===== config.mk =====
export PLATFORM = sky130hd
export DESIGN_NAME = intr_req_ctrl
export DESIGN_NICKNAME = d
export VERILOG_FILES = /design/src/rtl/intr_req_ctrl.sv
export SDC_FILE = /design/constraint.sdc
export NUM_CORES = 1
export LEC_CHECK = 0
export CAP_MARGIN = 40
export CORE_MARGIN = 1
export CORE_UTILIZATION = 35
export CTS_CLUSTER_DIAMETER = 40
export DETAILED_ROUTE_END_ITERATION = 8
export PLACE_DENSITY = 0.7
export SETUP_SLACK_MARGIN = 0.3
export SYNTH_ARGS = -nofsm -noshare
export SYNTH_HDL_FRONTEND = slang
export SYNTH_SLANG_ARGS = --single-unit

===== constraint.sdc =====
create_clock -name clk -period 1.7 [get_ports clk]
set_input_delay 0.17 -clock clk [delete_from_list [all_inputs] [get_ports clk]]
set_output_delay 0.17 -clock clk [all_outputs]
set_load 0.01 [all_outputs]

===== src/rtl/intr_req_ctrl.sv =====
`default_nettype none
// ============================================================================
// Module : intr_req_ctrl
// Desc   : Responder side of the fetch-stage intr/int_clr handshake. Captures
//          rising edges of an asynchronous interrupt pin, waits for a safe
//          pipeline point, raises intr, and tracks the service routine.
// Rev    : 1.0  initial release
// ============================================================================
module intr_req_ctrl #(
  parameter int SYNC_STAGES = 2,
  parameter int SAFE_CYCLES = 1,
  parameter int ACK_TIMEOUT = 8
) (
  input  logic clk,
  input  logic reset,
  input  logic irq_in,
  input  logic stall_in,
  input  logic fetch2_busy,
  input  logic branch_pending,
  input  logic int_clr,
  input  logic rti_retire,
  input  logic ovr_clr,
  output logic intr,
  output logic int_active,
  output logic int_pending,
  output logic irq_overrun,
  output logic ack_timeout_err
);

  localparam logic [2:0] c_safe_last = 3'(SAFE_CYCLES - 1);
  localparam logic [3:0] c_ack_last  = 4'(ACK_TIMEOUT - 1);

  typedef enum logic [1:0] {
    S_IDLE    = 2'd0,
    S_PENDING = 2'd1,
    S_ASSERT  = 2'd2,
    S_ISR     = 2'd3
  } state_t;

  state_t r_state;
  state_t w_state_nxt;

  logic [SYNC_STAGES-1:0] r_sync;
  logic                   r_prev;
  logic                   w_edge;
  logic                   w_safe;

  logic [2:0] r_safe_cnt;
  logic [2:0] w_safe_cnt_nxt;
  logic [3:0] r_to_cnt;
  logic [3:0] w_to_cnt_nxt;
  logic       r_deferred;
  logic       w_deferred_nxt;
  logic       r_overrun;
  logic       w_overrun_nxt;
  logic       r_to_err;
  logic       w_to_err_nxt;
  logic       w_ovr_evt;

  logic r_intr;
  logic r_active;
  logic r_pending;

  // Chain resets to 0, so a pin already high at release yields one edge.
  always_ff @(posedge clk or negedge reset) begin
    if (!reset) begin
      r_sync <= '0;
      r_prev <= 1'b0;
    end else begin
      r_sync <= {r_sync[SYNC_STAGES-2:0], irq_in};
      r_prev <= r_sync[SYNC_STAGES-1];
    end
  end

  assign w_edge = r_sync[SYNC_STAGES-1] & ~r_prev;
  assign w_safe = ~stall_in & ~fetch2_busy & ~branch_pending;

  always_comb begin
    w_state_nxt    = r_state;
    w_safe_cnt_nxt = '0;
    w_to_cnt_nxt   = '0;
    w_deferred_nxt = r_deferred;
    w_overrun_nxt  = r_overrun;
    w_to_err_nxt   = r_to_err;
    w_ovr_evt      = 1'b0;

    case (r_state)
      S_IDLE: begin
        if (w_edge) w_state_nxt = S_PENDING;
      end

      S_PENDING: begin
        if (w_safe) begin
          if (r_safe_cnt >= c_safe_last) begin
            w_state_nxt = S_ASSERT;
          end else begin
            w_safe_cnt_nxt = (r_safe_cnt == 3'd7) ? r_safe_cnt : r_safe_cnt + 3'd1;
          end
        end
      end

      // Acknowledge beats a timeout landing on the same edge.
      S_ASSERT: begin
        if (int_clr) begin
          w_state_nxt    = S_ISR;
          w_deferred_nxt = 1'b0;
        end else if (r_to_cnt == c_ack_last) begin
          w_state_nxt  = S_PENDING;
          w_to_err_nxt = 1'b1;
        end else begin
          w_to_cnt_nxt = r_to_cnt + 4'd1;
        end
      end

      S_ISR: begin
        if (w_edge) begin
          w_deferred_nxt = 1'b1;
          if (r_deferred) w_ovr_evt = 1'b1;
        end
        if (rti_retire) begin
          w_state_nxt    = (r_deferred | w_edge) ? S_PENDING : S_IDLE;
          w_deferred_nxt = 1'b0;
        end
      end

      default: begin
        w_state_nxt = S_IDLE;
      end
    endcase

    if (w_ovr_evt) begin
      w_overrun_nxt = 1'b1;
    end else if (ovr_clr) begin
      w_overrun_nxt = 1'b0;
    end
  end

  always_ff @(posedge clk or negedge reset) begin
    if (!reset) begin
      r_state    <= S_IDLE;
      r_safe_cnt <= '0;
      r_to_cnt   <= '0;
      r_deferred <= 1'b0;
      r_overrun  <= 1'b0;
      r_to_err   <= 1'b0;
      r_intr     <= 1'b0;
      r_active   <= 1'b0;
      r_pending  <= 1'b0;
    end else begin
      r_state    <= w_state_nxt;
      r_safe_cnt <= w_safe_cnt_nxt;
      r_to_cnt   <= w_to_cnt_nxt;
      r_deferred <= w_deferred_nxt;
      r_overrun  <= w_overrun_nxt;
      r_to_err   <= w_to_err_nxt;
      r_intr     <= (w_state_nxt == S_ASSERT);
      r_active   <= (w_state_nxt == S_ISR);
      r_pending  <= (w_state_nxt == S_PENDING);
    end
  end

  assign intr            = r_intr;
  assign int_active      = r_active;
  assign int_pending     = r_pending;
  assign irq_overrun     = r_overrun;
  assign ack_timeout_err = r_to_err;

endmodule
`default_nettype wire


==> out/qor.csv <==
metric,value,unit
period_needed,1340,ps
r2r-start,r_state[0]$_DFF_PN0_,
syn_nets,64,
syn_area_per_cell,12.0,um2
required,1530,ps
pwr-share-comb,28.7,%
ff2ff_path_depth,3,
p_clk_share,20.1,%
yosysUniqueCellTypes,28,
syn_inst,54,
grt_overflow_total,0,
synth.most_common_cell,dfrtp_1,
cp_top_family,buffers and inverters,
critical-path-max-stage-delay,530,ps
die_h,45.0,um
synth_common_cells,"dfrtp_1 (15), nor2_1 (5), nand2b_1 (3), o21ai_0 (3)",
nets,81,
hold_violations,0,
firstDrtPassIters,3,
grt.total_usage,13.3,%
clk_pin_slew_worst_paths,80,ps
cts_root_buffer,clkbuf_4,
fin_cells,95,
vias,464,
fin_crit_sh,79.0,%
die_area,2020,um2
portBuffers,13,
drt-total-wl,1190,um
wl_per_cell,12.5,um
cp.depth,1,
first_global_vias,448,
yosys_warnings,0,
placed_cells,91,
synth.area.top_cells,"dfrtp_1 (58%), nand2b_1 (2.9%), nor2_1 (2.9%), o21ai_0 (2.3%), nand3b_1 (2.3%)",
endpoint_kind,output pin,
critPathLaunchType,register,
p_int,0.675,mW
grt_use_met3,2.40,%
switching_power,0.312,mW
clock_latency,280,ps
fp.dieW,45.0,um
final_core_util,49.3,%
setup_tns,0,ps
slowest_stage,clkdlybuf4s50_1,
drc,0,
ant_nets,0,
dp_hpwl,878,um
cp_num_buf_inv,1,
worst_slack,357,ps
hold_path_class,in2async,
startpoint,irq_overrun$_DFFE_PN0P_,
clock_sinks,15,
skew,0.324,ps
via_per_inst,4.88,
ys_seq_elements,15,
crit_path_cell_trace,clkdlybuf4s50_1,
numCtsBuffers,3,
p_seq_share,51.3,%
worst_pin_slew,365,ps
synth-main-ff-cell,dfrtp_1,
grt_pass1_wl,1830,um
worstReg2RegEnd,ack_timeout_err$_DFFE_PN0P_,
use_met1,15.7,%
synth_top_area_share,58.0,%
r2r_slack,400,ps
top_usage_layer,met2,
synth_edf_count,0,
critPathCapture,irq_overrun,
place_ws,123,ps
start_util,37.5,%
async_reset_ff_share,100,%
yosysTopAreaCell,dfrtp_1,
grt_antenna_before_repair,0,
fmax,745,MHz
cts_setup_buffers,0,
drive_gt1_share,17.1,%
path_class,reg2out,
syn_to_final_growth,31.5,%
rsz0062_at_grt,false,
cts_tree,built,
cp.arrival,1170,ps
p_total,0.987,mW
drt_iter0_drc,4,
io_pins,14,
rows,15,
use_met2,20.9,%
drv_slew,0,
power_density,1160,nW/um2
outcome,completed,
slew_headroom,75.7,%
max-cap-violations,0,
netSwitchingFraction,31.6,%
peakVddDrop,0.000428,V
diodes,0,
gp_congestion,0.702,
synth-seq-area-share,58.0,%
path_max_fanout,2,
grt_max_degree,16,
core_area,1730,um2
cts_max_path_buffers,2,
cts_htree_levels,1,
netlist_area,647,um2
setup_viol,0,
p_leak,0.342,nW
[worst min-delay path by stage]
| stage | start | endpoint | cells after the start |
|---|---|---|---|
| after floorplan | reset | ack_timeout_err$_DFFE_PN0P_ | 0 |
| after global placement | r_sync[0]$_DFF_PN0_ | r_sync[1]$_DFF_PN0_ | 0 |
| after detailed placement | r_sync[0]$_DFF_PN0_ | r_sync[1]$_DFF_PN0_ | 0 |
| after CTS | reset | r_prev$_DFF_PN0_ | 2 |
| after global routing | reset | r_prev$_DFF_PN0_ | 2 |
| final | reset | r_prev$_DFF_PN0_ | 2 |
[sequential cells by signal, indices dropped and copies added, names as in the netlist]
register / count
r_state: 2
r_to_cnt: 4
r_deferred: 1
r_sync: 2
intr: 1
ack_timeout_err: 1
irq_overrun: 1
int_pending: 1
r_prev: 1
int_active: 1
[routing by layer]
| layer | up-vias | part of all wire [%] |
|---|---|---|
| met5 | - | 0 |
| met4 | 0 | 1.8 |
| met3 | 2 | 1.9 |
| met2 | 6 | 53 |
| met1 | 233 | 43 |
| li1 | 223 | - |
[placed cells by master, fill, tap and decap left out, types with 2 or more instances in the layout]
cell type        Yosys  final
nor2_1               5      5
o21ai_0              3      3
dfrtp_1             15     15
clkdlybuf4s50_1      0     13
nor3b_2              1      2
clkbuf_4             0      3
nand2b_1             3      3
nand3b_1             2      2
nand2_1              2      2
[final cells by class]
| class | count | area [um2] |
|---|---|---|
| flip-flops and latches | 15 | 375 |
| multi-input cells | 36 | 277 |
| fillers | 160 | 876 |
| well taps | 25 | 31.3 |
| clock buffers | 4 | 26.3 |
| inverters | 1 | 3.75 |
| repair buffers | 14 | 138 |
[cell families (layout without fill, tap and decap cells)]
logic type / count (synthesis) / count (layout) / share of synthesized area, %
fa+ha+maj: 1 / 1 / 1.93
xor+xnor: 1 / 1 / 1.35
flops: 15 / 15 / 58.0
buf+inv: 3 / 19 / 2.13
mux: 1 / 1 / 1.55
compound gates: 9 / 9 / 11.0
simple gates: 24 / 24 / 24.0
[timing repair]
action | in CTS | in global routing
hold buffers | 0 | 0
gates resized for setup | 0 | 3
setup endpoints to repair | 0 | 4
[power groups by stage]
stage	logic [mW]	registers (mW)	clock network (mW)
3_5_place_dp	0.270	0.506	0
3_3_place_gp	0.257	0.507	0
5_1_grt	0.311	0.514	0.224
2_1_floorplan	0.189	0.471	0
6_report	0.283	0.506	0.198
4_1_cts	0.270	0.502	0.204
[per-stage QoR]
step | instance area (um2) | hold slack, ps
floorplan | 647 | -126
global placement | 806 | 343
detailed placement | 806 | 345
CTS | 832 | 192
global route | 851 | 193
finish | 851 | 192
Power figures use the tool's default switching activity.
